===== config.mk =====
export PLATFORM = sky130hd
export DESIGN_NAME = dcache_stage_flat
export DESIGN_NICKNAME = d
export VERILOG_FILES = /design/src/rtl/dcache_stage_pkg.sv /design/src/rtl/dcache_stage_if.sv /design/src/rtl/dcache_stage_array.sv /design/src/rtl/dcache_stage.sv /design/src/flat_wrapper.sv
export SDC_FILE = /design/constraint.sdc
export NUM_CORES = 1
export LEC_CHECK = 0
export ABC_AREA = 1
export CORE_ASPECT_RATIO = 1.5
export CORE_MARGIN = 3
export CORE_UTILIZATION = 39
export CTS_BUF_LIST = sky130_fd_sc_hd__clkbuf_8 sky130_fd_sc_hd__clkbuf_16
export CTS_CLUSTER_DIAMETER = 100
export DETAILED_ROUTE_END_ITERATION = 10
export PLACE_DENSITY = 0.68
export SLEW_MARGIN = 0
export SYNTH_ARGS = -nofsm -noshare
export SYNTH_HDL_FRONTEND = slang
export SYNTH_SLANG_ARGS = --single-unit
export TNS_END_PERCENT = 10

===== constraint.sdc =====
create_clock -name clk -period 8 [get_ports clk]
set_input_delay 1.2 -clock clk [delete_from_list [all_inputs] [get_ports clk]]
set_output_delay 1.2 -clock clk [all_outputs]
set_load 0.03 [all_outputs]

===== src/rtl/dcache_stage_pkg.sv =====
// Shared definitions for the memory-stage data cache: FSM states and word width.
package dcache_stage_pkg;

  localparam int XLEN = 32;

  typedef enum logic [1:0] {
    IDLE  = 2'd0,
    EVICT = 2'd1,
    FILL  = 2'd2
  } state_t;

endpackage


===== src/rtl/dcache_stage_if.sv =====
// Line-granular handshake between the data cache and main memory.
interface dcache_stage_if #(
  parameter int WORDS = 4
) ();

  logic                  mem_req;
  logic                  mem_we;
  logic [31:0]           mem_addr;
  logic [32*WORDS-1:0]   mem_wdata;
  logic                  mem_ack;
  logic [32*WORDS-1:0]   mem_rdata;

  modport master (
    output mem_req, mem_we, mem_addr, mem_wdata,
    input  mem_ack, mem_rdata
  );

  modport slave (
    input  mem_req, mem_we, mem_addr, mem_wdata,
    output mem_ack, mem_rdata
  );

endinterface


===== src/rtl/dcache_stage_array.sv =====
// Direct-mapped cache storage: async read of one line, sync word write and line fill.
module dcache_array
  import dcache_stage_pkg::*;
#(
  parameter int LINES = 4,
  parameter int WORDS = 4,
  parameter int TAG_W = 26
) (
  input  logic                        clk,
  input  logic                        reset,
  input  logic [$clog2(LINES)-1:0]    idx,
  output logic                        rd_valid,
  output logic                        rd_dirty,
  output logic [TAG_W-1:0]            rd_tag,
  output logic [XLEN*WORDS-1:0]       rd_line,
  input  logic                        wr_en,
  input  logic [$clog2(WORDS)-1:0]    wr_off,
  input  logic [XLEN-1:0]             wr_data,
  input  logic                        fill_en,
  input  logic [TAG_W-1:0]            fill_tag,
  input  logic [XLEN*WORDS-1:0]       fill_line
);

  logic [LINES-1:0]       valid_q;
  logic [LINES-1:0]       dirty_q;
  logic [TAG_W-1:0]       tag_q  [LINES];
  logic [XLEN*WORDS-1:0]  data_q [LINES];

  // Only the status bits are reset; tag and data are meaningless while invalid.
  always_ff @(posedge clk or posedge reset) begin
    if (reset) begin
      valid_q <= '0;
      dirty_q <= '0;
    end else if (fill_en) begin
      valid_q[idx] <= 1'b1;
      dirty_q[idx] <= 1'b0;
    end else if (wr_en) begin
      dirty_q[idx] <= 1'b1;
    end
  end

  always_ff @(posedge clk) begin
    if (fill_en) begin
      tag_q[idx]  <= fill_tag;
      data_q[idx] <= fill_line;
    end else if (wr_en) begin
      data_q[idx][XLEN*wr_off +: XLEN] <= wr_data;
    end
  end

  assign rd_valid = valid_q[idx];
  assign rd_dirty = dirty_q[idx];
  assign rd_tag   = tag_q[idx];
  assign rd_line  = data_q[idx];

endmodule


===== src/rtl/dcache_stage.sv =====
// Memory pipeline stage: write-back, write-allocate direct-mapped data cache with
// miss handling (evict/fill) and the register towards write-back.
module dcache_stage
  import dcache_stage_pkg::*;
#(
  parameter int LINES = 4,
  parameter int WORDS = 4
) (
  input  logic                 clk,
  input  logic                 reset,
  input  logic [31:0]          a_pc,
  input  logic [31:0]          a_res,
  input  logic [31:0]          a_st_data,
  input  logic [4:0]           a_r_d_a,
  input  logic                 a_w,
  input  logic                 a_is_load,
  input  logic                 a_is_store,
  input  logic                 a_nop,
  output logic                 stall,
  output logic [31:0]          c_pc,
  output logic [31:0]          c_res,
  output logic [4:0]           c_r_d_a,
  output logic                 c_w,
  output logic                 c_nop,
  dcache_stage_if.master       mem
);

  localparam int OFF_W = $clog2(WORDS);
  localparam int IDX_W = $clog2(LINES);
  localparam int TAG_W = XLEN - 2 - OFF_W - IDX_W;

  logic [OFF_W-1:0]       off;
  logic [IDX_W-1:0]       idx;
  logic [TAG_W-1:0]       tag;
  logic                   rd_valid, rd_dirty;
  logic [TAG_W-1:0]       rd_tag;
  logic [XLEN*WORDS-1:0]  rd_line;
  logic                   wr_en, fill_en;
  logic                   mem_op, hit;
  logic [XLEN-1:0]        load_word;
  state_t                 state_q, state_d;

  assign off       = a_res[2 +: OFF_W];
  assign idx       = a_res[2+OFF_W +: IDX_W];
  assign tag       = a_res[XLEN-1 -: TAG_W];
  assign mem_op    = ~a_nop & (a_is_load | a_is_store);
  assign hit       = rd_valid & (rd_tag == tag);
  assign load_word = rd_line[XLEN*off +: XLEN];

  dcache_array #(
    .LINES (LINES),
    .WORDS (WORDS),
    .TAG_W (TAG_W)
  ) u_array (
    .clk       (clk),
    .reset     (reset),
    .idx       (idx),
    .rd_valid  (rd_valid),
    .rd_dirty  (rd_dirty),
    .rd_tag    (rd_tag),
    .rd_line   (rd_line),
    .wr_en     (wr_en),
    .wr_off    (off),
    .wr_data   (a_st_data),
    .fill_en   (fill_en),
    .fill_tag  (tag),
    .fill_line (mem.mem_rdata)
  );

  always_ff @(posedge clk or posedge reset) begin
    if (reset) state_q <= IDLE;
    else       state_q <= state_d;
  end

  // The held a_* operands keep idx/tag stable, so the request fields stay stable until ack.
  always_comb begin
    state_d       = state_q;
    stall         = 1'b0;
    wr_en         = 1'b0;
    fill_en       = 1'b0;
    mem.mem_req   = 1'b0;
    mem.mem_we    = 1'b0;
    mem.mem_addr  = '0;
    mem.mem_wdata = rd_line;
    case (state_q)
      IDLE: begin
        if (mem_op && !hit) begin
          stall   = 1'b1;
          state_d = (rd_valid && rd_dirty) ? EVICT : FILL;
        end else if (mem_op && a_is_store) begin
          wr_en = 1'b1;
        end
      end
      EVICT: begin
        stall        = 1'b1;
        mem.mem_req  = 1'b1;
        mem.mem_we   = 1'b1;
        mem.mem_addr = {rd_tag, idx, {(OFF_W+2){1'b0}}};
        if (mem.mem_ack) state_d = FILL;
      end
      FILL: begin
        stall        = 1'b1;
        mem.mem_req  = 1'b1;
        mem.mem_addr = {tag, idx, {(OFF_W+2){1'b0}}};
        if (mem.mem_ack) begin
          fill_en = 1'b1;
          state_d = IDLE;
        end
      end
      default: state_d = IDLE;
    endcase
  end

  // A stalled cycle sends a bubble to write-back; the held op completes once it hits.
  always_ff @(posedge clk or posedge reset) begin
    if (reset) begin
      c_pc    <= '0;
      c_res   <= '0;
      c_r_d_a <= '0;
      c_w     <= 1'b0;
      c_nop   <= 1'b1;
    end else if (stall) begin
      c_w     <= 1'b0;
      c_nop   <= 1'b1;
    end else begin
      c_pc    <= a_pc;
      c_res   <= (mem_op && a_is_load) ? load_word : a_res;
      c_r_d_a <= a_r_d_a;
      c_w     <= a_w & ~a_nop & ~(mem_op & a_is_store);
      c_nop   <= a_nop;
    end
  end

endmodule


===== src/flat_wrapper.sv =====
// flat-port wrapper written by rule: the top's interface ports become plain ports
module dcache_stage_flat import dcache_stage_pkg::*;
#(
  parameter int LINES = 4,
  parameter int WORDS = 4
)
  (clk, reset, a_pc, a_res, a_st_data, a_r_d_a, a_w, a_is_load, a_is_store, a_nop, stall, c_pc, c_res, c_r_d_a, c_w, c_nop, mem_mem_req, mem_mem_we, mem_mem_addr, mem_mem_wdata, mem_mem_ack, mem_mem_rdata);
  dcache_stage_if #(.WORDS(WORDS)) mem_i ();
  input  logic clk;
  input  logic reset;
  input  logic [31:0] a_pc;
  input  logic [31:0] a_res;
  input  logic [31:0] a_st_data;
  input  logic [4:0] a_r_d_a;
  input  logic a_w;
  input  logic a_is_load;
  input  logic a_is_store;
  input  logic a_nop;
  output logic stall;
  output logic [31:0] c_pc;
  output logic [31:0] c_res;
  output logic [4:0] c_r_d_a;
  output logic c_w;
  output logic c_nop;
  output wire logic [$bits(mem_i.mem_req)-1:0] mem_mem_req;
  output wire logic [$bits(mem_i.mem_we)-1:0] mem_mem_we;
  output wire logic [$bits(mem_i.mem_addr)-1:0] mem_mem_addr;
  output wire logic [$bits(mem_i.mem_wdata)-1:0] mem_mem_wdata;
  input wire logic [$bits(mem_i.mem_ack)-1:0] mem_mem_ack;
  input wire logic [$bits(mem_i.mem_rdata)-1:0] mem_mem_rdata;
  assign mem_mem_req = mem_i.mem_req;
  assign mem_mem_we = mem_i.mem_we;
  assign mem_mem_addr = mem_i.mem_addr;
  assign mem_mem_wdata = mem_i.mem_wdata;
  assign mem_i.mem_ack = mem_mem_ack;
  assign mem_i.mem_rdata = mem_mem_rdata;
  dcache_stage #(.LINES(LINES), .WORDS(WORDS)) u_core (.clk(clk), .reset(reset), .a_pc(a_pc), .a_res(a_res), .a_st_data(a_st_data), .a_r_d_a(a_r_d_a), .a_w(a_w), .a_is_load(a_is_load), .a_is_store(a_is_store), .a_nop(a_nop), .stall(stall), .c_pc(c_pc), .c_res(c_res), .c_r_d_a(c_r_d_a), .c_w(c_w), .c_nop(c_nop), .mem(mem_i));
endmodule

# Word-level counts from Yosys, hierarchy flattened
# Memory sizes are Yosys's and may differ from the RTL's.
# Index checks and enable logic that the tools add are counted.
dict set report word_totals {
  in_bits 236
  n_memories 2
  word_cells 331
  romBits 0
  ramBits 616
  register_bits 81
  out_inout_bits 234
  latch_bits 0
}
# name words width rd rd_ports_with_merged_regs write_ports line_no
set memory_table {}
lappend memory_table {u_core.u_array.data_q 4 128 1 0 1 dcache_stage_array.sv:27} ;# logic [XLEN*WORDS-1:0] data_q [LINES];
lappend memory_table {u_core.u_array.tag_q 4 26 1 0 1 dcache_stage_array.sv:26} ;# logic [TAG_W-1:0] tag_q [LINES];
dict set report classes {
  add_sub_neg 1
  muxes 159
  div 0
  n_mul 0
  magnitude_cmp 2
  shift 3
  n_reduce_logical 10
  bitwise 140
  n_eq_ne 6
}
# cell count
set op_table {}
lappend op_table {{$mux W1} 145}
lappend op_table {{$or A1 B1 Y1} 129}
lappend op_table {{$mux W128} 1}
lappend op_table {{$shift A32 B34 Y128 const A} 1}
lappend op_table {{$shiftx A128 B8 Y32} 1}
lappend op_table {{$shiftx A32 B34 Y128} 1}
lappend op_table {{$pmux W32 S2} 1}
lappend op_table {{$neg A7 Y34} 1}
lappend op_table {{$mux W32} 1}
lappend op_table {{$eq A26 B26 Y1} 1}
lappend op_table {{$mux W2} 4}
lappend op_table {{$mux W4} 2}
lappend op_table {{$or A4 B4 Y4} 2}
lappend op_table {{$pmux W2 S3} 1}
lappend op_table {{$and A1 B1 Y1} 5}
lappend op_table {{$logic_and A1 B1 Y1} 5}
lappend op_table {{$and A4 B4 Y4} 1}
lappend op_table {{$bmux W1 S2} 2}
lappend op_table {{$ne A2 B2 Y1 const B} 2}
lappend op_table {{$not A4 Y4} 1}
lappend op_table {{$lt A2 B3 Y1 const B} 1}
lappend op_table {{$reduce_and A3 Y1} 1}
lappend op_table {{$demux W1 S2} 1}
lappend op_table {{$eq A2 B1 Y1 const B} 1}
lappend op_table {{other kinds (9)} 10}

# Longest topological paths before layout
# Gate-level depths: netlist of run 1.
dict set report depth {
  ltp_word 11
  mapped_depth 20
  ltp_nobuf 18
}

# By module
# From an unflattened synthesis of run 1, not the netlist that was laid out.
dict set report hier_totals {
  cells_unflattened 3187
  hier_area_um2 30895.9
}
# mod instances cells_each area_per_inst_um2 seq_area_each_um2
set modules_own_cells {}
lappend modules_own_cells {dcache_array 1 2361 25773.5 18697.9}
lappend modules_own_cells {dcache_stage 1 826 5122.4 1828.0}

# Worst setup path after synthesis of run 1
# No wires, ideal clock.
dict set report synth_timing {
  path_kind {input to register}
  start {in a_res[4]}
  end {mem u_core.u_array.data_q[0][100] in the netlist's numbering, enable pin}
  arrival_ns 4.309
  n_path_buf 3
  cell_stages 18
  t_required_ns 7.568
  setup_ns 0.432
  slack_ns 3.259
  path_cell_list {buf_4 > buf_4 > nand2_1 > nand2_1 > nand2_1 > nand2_1 > nand2_1 > nand2_1 > inv_1 > nand2_1 > nor2_1 > nand2_1 > nor2_1 > nand2_2 > nand2_2 > nand4_2 > buf_2 > a21oi_1}
}
dict set report synth_between {
  elab_chain_len 11
  word_cells_on_any_way 13
  cone_classes {eq/ne (1); mux (7); bitwise (2); reduce/logical (2); memory (1)}
}
# element line_no
set synth_rtl {}
lappend synth_rtl {{start: declaration} flat_wrapper.sv:12} ;# input logic [31:0] a_res;
lappend synth_rtl {{$mem_v2 Z4 W26 / $bmux W1 S2 (equally long branches)} n/a}
lappend synth_rtl {{$eq A26 B26 Y1 / $mux W1 (equally long branches)} {dcache_stage.sv:47, dcache_stage_array.sv:51}}
lappend synth_rtl {{$and A1 B1 Y1} dcache_stage.sv:47} ;# assign hit = rd_valid & (rd_tag == tag);
lappend synth_rtl {{$logic_not A1 Y1} dcache_stage.sv:87} ;# if (mem_op && !hit) begin
lappend synth_rtl {{$logic_and A1 B1 Y1} dcache_stage.sv:87}
lappend synth_rtl {{$mux W1} dcache_stage.sv:87}
lappend synth_rtl {{$mux W1} dcache_stage.sv:85} ;# case (state_q)
lappend synth_rtl {{$mux W1} dcache_stage_array.sv:46} ;# end else if (wr_en) begin
lappend synth_rtl {{$mux W1} dcache_stage_array.sv:43} ;# if (fill_en) begin
lappend synth_rtl {{$mux W128 (not written as such)} dcache_stage_array.sv:47} ;# data_q[idx][XLEN*wr_off +: XLEN] <= wr_data;
lappend synth_rtl {{$or A1 B1 Y1 (no line)} n/a}
lappend synth_rtl {{end: declaration} dcache_stage_array.sv:27}
# Parallel ways exist; a longest one is shown, timed or not. The select of a mux whose other input is x is not followed.

# Worst setup path in the final report of run 1
dict set report layout_timing {
  start {in a_res[5]}
  end {out mem_mem_wdata[2]}
}
dict set report layout_between {
  elab_chain_len 1
}
# element line_no
set layout_rtl {}
lappend layout_rtl {{$mem_v2 Z4 W128} n/a}
lappend layout_rtl {{end: declaration} flat_wrapper.sv:28} ;# output wire logic [$bits(mem_i.mem_wdata)-1:0] mem_mem_wdata;
# No other way between the ends.

==> metrics.md, run 1 <==
| Metric | Value |
|---|---|
| Yosys top cell by area | `edfxtp_1` |
| CP Depth | `7` |
| Worst Path Arrival | `between 5 and 6 ns` |
| CTS resizes | `0` |
| Core Area | `around 78000 um^2` |
| Top-count cell post-synth | `nand2_1` |
| Max-cap violations | `0` |
| Post-route DRC violation count | `0` |
| Buf+Inv Stages, Crit Path | `4` |
| Most common cell on crit path | `clkdlybuf4s50_1` |
| Worst-path clk slew | `~0.06 ns` |
| R2r endpoint | `u_core.u_array.data_q[0][23]` |
| CP Cell Sequence | `clkdlybuf4s50_1 -> inv_2 -> nor2_4 -> buf_4 -> nand2_1 -> nand3_1 -> clkdlybuf4s50_1` |
| Area growth syn-to-layout | `26.7%` |
| EDFF count, synth | `just over 600` |
| Final hold vios | `0` |
| Slew Viols, Final | `0` |
| Crit. End Element | `output pin` |
| Drt initial violations | `3039` |
| Number of I/O pins | `470` |
| Crit. Startpoint | `a_res[5]` |
| Port Buffer Count | `465` |
| H-tree Lvls | `3` |
| Synth async-reset ratio | `11.6%` |
| Crit-path max FO | `50` |
| F_max | `0.160 GHz` |
| Slowest stage delay, CP | `0.81 ns` |
| Leak Pwr | `15.0 nW` |
| Yosys reg bits | `between 600 and 700` |
| Top cells by area, synth | `edfxtp_1, nand2_1, dfrtp_1` |
| Max VDD drop | `0.193 mV` |
| First-pass GRT wire length | `169000 um` |
| Vias in the first global route | `23900` |
| Sequential area share after synthesis | `between 60 and 70%` |
| Setup repair bufs after CTS | `0` |
| Synthesized area per cell | `10.7 um^2` |
| Distinct cells, synth | `36` |
| CTS Buffer Depth | `3` |
| Critical Path RT | `slightly below 7 ns` |
| Met2 Usage GRT | `48.2%` |
| Slew HR | `a little under a fifth` |
| Routed wire per std cell | `27.8 um` |
| Busiest layer in global routing | `met2` |
| Routability Congestion | `around 0.95` |
| TritonCTS clock tree | `yes` |
| GRT Residual Overflow | `0` |
| Initial antenna violation count | `20` |
| CTS sink cnt | `697` |
| Worst-case reg-to-reg path depth | `9` |
| GR met3 Demand/Resource | `between 7 and 8%` |
| CTS hold repair buffers | `0` |
| Fin crit share | `78.2%` |
| Total number of vias | `between 20000 and 25000` |
| Worst setup SP type | `primary input` |
| Cts bufs inserted | `70` |
| Ratio of cells with drive above 1 in the final layout | `a little under 7%` |
| Synth Warn # | `0` |
| CP Class | `primary input to output pin` |
| GRT met1 Usage | `31.5%` |
| Reg2reg setup slack | `3.34 ns` |
| Dpl cells | `4220` |
| PwrDens | `292 nW/um^2` |
| Die X | `approximately 240 um` |
| Setup violators final | `0` |
| Fin cells | `~4400` |
| Number of nets still failing antenna checks after routing | `0` |
| Final core area utilization | `50.1%` |
| Pin count of the biggest net entering global routing | `91` |
| Reg-to-Reg Start | `u_core.state_q[0]` |
| Setup TNS | `0 ns` |
| Tmin final | `6.25 ns` |
| Synth Flop Type | `edfxtp_1` |
| Die Ht | `350 um` |
| Worst hold path type | `register to register` |
| RSZ-0062 raised after global routing | `false` |
| Starting Density | `39.6%` |
| Outcome | `finished clean` |
| Switching Share | `34.4%` |
| Comb power frac | `just under 30%` |
| Drt total wl | `121000 um` |
| Site row count | `125` |
| Top-area cell type share of the netlist area | `60.1%` |
| Internal power | `7.46 mW` |
| Die area | `between 80000 and 90000 um^2` |
| Via/cell ratio | `around 5.7` |
| Clock power frac | `30.1%` |
| CP max stage cell | `nor2_4` |
| Syn Inst Count | `2879` |
| Register share of total power | `just over 40%` |
| Tightest Pin Transition | `~1.2 ns` |
| DR pass1 iterations | `6` |
| Overall routing resource usage | `28.5%` |
| Clk_lat worst skew | `~0.63 ns` |
| Worst setup path end | `mem_mem_wdata[2]` |
| Psw | `3.90 mW` |
| Family with the most delay on the worst path | `buffers and inverters` |
| Worst Skew | `0.0270 ns` |
| Layout filler cell count | `6972` |
| # nets final | `3521` |
| CTS root buffer | `clkbuf_16` |
| HPWL Detailed | `85500 um` |
| Post-synth top cells | `nand2_1, edfxtp_1, a22oi_1` |
| Cell Area, Synth | `~31000 um^2` |
## sequential cells by signal (all words and copies together), names as in the netlist, named ones only
| register | count |
|---|---|
| u_core.c_nop | 1 |
| u_core.c_pc | 32 |
| u_core.c_r_d_a | 5 |
| u_core.c_res | 32 |
| u_core.c_w | 1 |
| u_core.state_q | 2 |
| u_core.u_array.data_q | 512 |
| u_core.u_array.tag_q | 104 |
| u_core.u_array.valid_q | 4 |
## power by group through the flow
stage,Clock (mW),Sequential (mW),Combinational [mW]
final,3.42,4.61,3.33
after global routing,3.59,4.64,3.55
after CTS,3.45,4.61,3.35
after detailed placement,0,4.68,3.34
after global placement,0,4.67,3.31
after floorplan,0,4.99,1.53
## cell usage in the layout, fill, tap and decap left out, types with 68 or more instances in the layout
cell             Yosys  final
nand3_1            170    169
nor2_1             169    163
inv_1              109    113
dfrtp_1             80     80
clkdlybuf4s50_1      0    462
nand4_1            130    130
o21ai_0             71     71
buf_4               20     68
a22oi_1            177    177
clkbuf_16            0     74
nand2_1            946    945
edfxtp_1           616    616
## worst register-to-register path, delay by kind of cell, from the launching register on
family                     cells  cell delay [ns]
buffers and inverters          4             1.32
and+or+nand+nor                3             1.31
AOI/OAI and AO/OA              1             0.77
adders and majority gates      1             0.57
DFF                            1             0.40
## cells by family after synthesis
logic type	Yosys count	synth area share (%)
buffers and inverters	327	4.42
adders and majority gates	9	0.366
other	1	0.0122
and+or+nand+nor	1470	20.1
DFF	697	66.7
AOI/OAI and AO/OA	375	8.35
## how the worst min path moves through the flow
stage	startpoint	endpoint	slack [ns]	depth (start not counted)
after floorplan	u_core.u_array.valid_q[0]	u_core.u_array.valid_q[0]	0.44	1
after global placement	u_core.u_array.valid_q[1]	u_core.u_array.valid_q[1]	0.45	1
after detailed placement	u_core.u_array.valid_q[3]	u_core.u_array.valid_q[3]	0.46	1
after CTS	u_core.u_array.valid_q[3]	u_core.u_array.valid_q[3]	0.47	1
after global routing	u_core.u_array.valid_q[3]	u_core.u_array.valid_q[3]	0.50	1
final	u_core.u_array.valid_q[3]	u_core.u_array.valid_q[3]	0.47	1
## metal layers
metal | vias to the layer above | share of wire (%) | routed length (um)
met3 | 286 | 10 | 12300
met5 | - | 0.078 | 94
met2 | 1458 | 49 | 59100
li1 | 11000 | - | -
met4 | 16 | 7.5 | 9110
met1 | 12000 | 34 | 40600
## layout make-up
| cell class | instances | area, um^2 | share of cell area (%) |
|---|---|---|---|
| clock inverters | 49 | 505 | 1.30 |
| clock buffers | 74 | 1850 | 4.75 |
| diodes | 12 | 30.0 | 0.0771 |
| well taps | 1016 | 1270 | 3.26 |
| multi-input cells | 1858 | 9130 | 23.4 |
| inverters | 114 | 432 | 1.11 |
| flip-flops and latches | 697 | 20500 | 52.7 |
| repair buffers | 535 | 5220 | 13.4 |
## per-stage QoR
step | hold WS [ns] | setup slack [ns] | area [um^2] | power, mW
after floorplan | 0.440 | 3.26 | 30800 | 6.52
after global placement | 0.449 | 1.82 | 36600 | 7.98
after detailed placement | 0.458 | 1.79 | 36600 | 8.02
after CTS | 0.473 | 1.79 | 38900 | 11.4
after global routing | 0.499 | 1.64 | 38900 | 11.8
final | 0.470 | 1.75 | 39000 | 11.4
Power figures use the tool's default switching activity.
==> run 2, diff against run 1 <==
--- a/config.mk
+++ b/config.mk
@@ -12,7 +12,7 @@
 export CTS_BUF_LIST = sky130_fd_sc_hd__clkbuf_8 sky130_fd_sc_hd__clkbuf_16
 export CTS_CLUSTER_DIAMETER = 100
 export DETAILED_ROUTE_END_ITERATION = 10
-export PLACE_DENSITY = 0.68
+export PLACE_DENSITY = 0.7
 export SLEW_MARGIN = 0
 export SYNTH_ARGS = -nofsm -noshare
 export SYNTH_HDL_FRONTEND = slang
==> constraint.sdc (replaced) <==
create_clock -name clk -period 5.4 [get_ports clk]
set_input_delay 0.81 -clock clk [delete_from_list [all_inputs] [get_ports clk]]
set_output_delay 0.81 -clock clk [all_outputs]
set_load 0.03 [all_outputs]
==> run 2 against run 1 <==
Combinational power increased by 55%. Setup slack got worse by 0.99 ns. Hold slack improved by 0.0028 ns. Via count increased by 2.8%. Global-route usage decreased by 0.43 points. Cell area increased by 2.2%. Highest routed layer unchanged.
==> metrics.md, run 2 (synthesized netlist as in run 1, its figures left out) <==
| Metric | Value |
|---|---|
| WL met3 | `12400 um (+0.80%)` |
| Outcome | `finished clean` |
| Overall power | `16.7 mW (+47%)` |
| Crit. Startpoint | `a_res[5]` |
| Clk_lat worst skew | `0.63 ns (about the same)` |
| Most common cell after layout, fill and taps aside | `nand2_1` |
| TritonCTS clock tree | `yes` |
| R2r endpoint | `u_core.u_array.data_q[3][65]` |
| Worst hold path type | `register to register` |
| Setup violators final | `0 (unchanged)` |
| Slew Viols, Final | `0 (unchanged)` |
| PwrDens | `420 nW/um^2 (+44%)` |
| Worst Path Arrival | `3.84 ns (-1.21 ns)` |
| Worst-case reg-to-reg path depth | `7 (-2)` |
| Leak Pwr | `15.5 nW (+3.5%)` |
| HPWL Detailed | `82700 um (-3.3%)` |
| Fin cells | `4342 (-0.30%)` |
| Clock power frac | `28.3% (-1.8 points)` |
| Die Ht | `350 um (unchanged)` |
| Number of I/O pins | `470 (unchanged)` |
| Die area | `82300 um^2 (unchanged)` |
| Routability Congestion | `0.956 (+0.99%)` |
| Area growth syn-to-layout | `29.5%` |
| Die X | `235 um (unchanged)` |
| Layout filler cell count | `6733 (-3.4%)` |
| RSZ-0062 raised after global routing | `false` |
| CTS resizes | `0 (unchanged)` |
| Crit-path max FO | `130 (+160%)` |
| Register share of total power | `40.8% (+0.2 points)` |
| FF/Latch Area | `20500 um^2 (unchanged)` |
| Port Buffer Count | `465 (unchanged)` |
| Core Area | `77700 um^2 (unchanged)` |
| Site row count | `125 (unchanged)` |
| Final hold vios | `0 (unchanged)` |
| Crit. End Element | `output pin` |
| Commonest non-fill, non-tap cells in the layout | `nand2_1, edfxtp_1, clkdlybuf4s50_1` |
| Post-route DRC violation count | `0 (unchanged)` |
| F_max | `about 0.22 GHz` |
| Switching Share | `34.6% (+0.27 points)` |
| Most flops, register | `u_core.u_array.data_q` |
| Max-cap violations | `0 (unchanged)` |
| Dpl cells | `4216 (-0.095%)` |
| Worst-path clk slew | `0.06 ns (about the same)` |
| Internal power | `10.9 mW (+47%)` |
| CTS Buffer Depth | `3 (unchanged)` |
| Met1 wire length | `40200 um (-1.2%)` |
| Setup TNS | `0 ns (unchanged)` |
| Comb power frac | `30.9% (+1.6 points)` |
| Worst Skew | `0.0388 ns (+0.0118 ns)` |
| Tmin final | `4.65 ns` |
| Number of nets still failing antenna checks after routing | `0 (unchanged)` |
| Setup repair bufs after CTS | `0 (unchanged)` |
| CTS hold repair buffers | `0 (unchanged)` |
| Psw | `5.79 mW (+48%)` |
| Drt total wl | `120000 um (-1.2%)` |
| Total number of vias | `25500 (+2.8%)` |
| Worst setup SP type | `primary input` |
| Starting Density | `39.6% (unchanged)` |
| Largest register FFs | `512 (unchanged)` |
| Ratio of cells with drive above 1 in the final layout | `9.69% (+3.0 points)` |
| Pin count of the biggest net entering global routing | `131 (+44%)` |
| Overall routing resource usage | `28.1% (-0.43 points)` |
| Via/cell ratio | `5.87 (+3.1%)` |
| Max VDD drop | `0.254 mV (+32%)` |
| First-pass GRT wire length | `168000 um (-0.65%)` |
| Cts bufs inserted | `68 (-2.9%)` |
| CTS sink cnt | `697 (unchanged)` |
| Hold_ws | `0.473 ns (+0.00285 ns)` |
| GRT Residual Overflow | `0 (unchanged)` |
| H-tree Lvls | `3 (unchanged)` |
| Registers with the most flip-flops | `u_core.u_array.data_q: 512 flops, u_core.u_array.tag_q: 104 flops` |
| Reg-to-Reg Start | `u_core.state_q[0]` |
| CP Class | `primary input to output pin` |
| Vias in the first global route | `24300 (+2.0%)` |
| # nets final | `3515 (-0.17%)` |
| Drt initial violations | `3480 (+15%)` |
| Routed wire per std cell | `27.6 um (-0.90%)` |
| CTS root buffer | `clkbuf_16` |
| Slew HR | `27.6% (+9.4 points)` |
| Top Metal Used | `met5` |
| Fin crit share | `86.1%` |
| Reg2reg setup slack | `2.15 ns (-1.19 ns)` |
| Worst setup path end | `mem_mem_wdata[63]` |
| Multi-input combinational cell area | `9100 um^2 (-0.27%)` |
| Met2 WL | `57000 um (-3.6%)` |
| Initial antenna violation count | `8 (-60%)` |
| Critical Path RT | `4.59 ns (-2.21 ns)` |
| DR pass1 iterations | `8 (+2)` |
| Tightest Pin Transition | `1.09 ns (-0.140 ns)` |
## run 2: changes by cell type in the layout (fill, tap and decap cells not counted), sizes merged
cell | previous run | this run
clkdlybuf4s50 | 462 | 355
buf | 73 | 176
inv | 121 | 138
diode | 12 | 2
clkinv | 30 | 21
bufinv | 10 | 6
clkbuf | 74 | 71
## run 2: metal layers
layer  vias to the layer above  global-route usage (%)
met3                       336                    4.89
met5                         -                       0
met4                         6                    20.4
met2                      1889                    46.6
li1                      11000                       -
met1                     12300                    33.0
## run 2: power groups by stage
stage	logic [mW]	registers (mW)	clock network (mW)
after floorplan	2.27	7.40	0
after CTS	5.16	6.82	4.78
after detailed placement	5.14	6.93	0
final	5.16	6.83	4.73
after global routing	5.45	6.88	4.98
after global placement	5.09	6.91	0
## run 2: worst min-delay path by stage
| stage | startpoint | endpoint | slack, ns | depth (start not counted) |
|---|---|---|---|---|
| floorplan | u_core.u_array.valid_q[0] | u_core.u_array.valid_q[0] | 0.44 | 1 |
| global placement | u_core.u_array.valid_q[3] | u_core.u_array.valid_q[3] | 0.46 | 1 |
| detailed placement | u_core.u_array.valid_q[3] | u_core.u_array.valid_q[3] | 0.46 | 1 |
| CTS | u_core.u_array.valid_q[3] | u_core.u_array.valid_q[3] | 0.47 | 1 |
| global route | u_core.u_array.valid_q[0] | u_core.u_array.valid_q[0] | 0.49 | 1 |
| finish | u_core.u_array.valid_q[3] | u_core.u_array.valid_q[3] | 0.47 | 1 |
## run 2: layout make-up
type,count,area share (%)
Clock buffer,71,4.40
Antenna cell,2,0.0126
Clock inverter,53,1.09
Inverter,114,1.08
Timing Repair Buffer,531,15.8
Sequential cell,697,51.5
Multi-Input combinational cell,1858,22.9
Tap cell,1016,3.19
## run 2: worst max-delay path, cell delays in order
cell             delay (ns)
clkdlybuf4s50_1        0.56
buf_4                  0.39
nor2_4                 0.08
buf_12                 0.25
a22o_1                 0.33
a221oi_1               0.84
inv_1                  0.20
buf_12                 0.21
## run 2: stage by stage
stage               utilization (%)  instance area (um^2)  worst slack, ns
global route                   51.2                 39800            0.795
CTS                            51.2                 39800            0.770
global placement               48.4                 37600            0.841
finish                         51.2                 39800            0.753
floorplan                         -                 30800             1.05
detailed placement             48.4                 37600            0.788
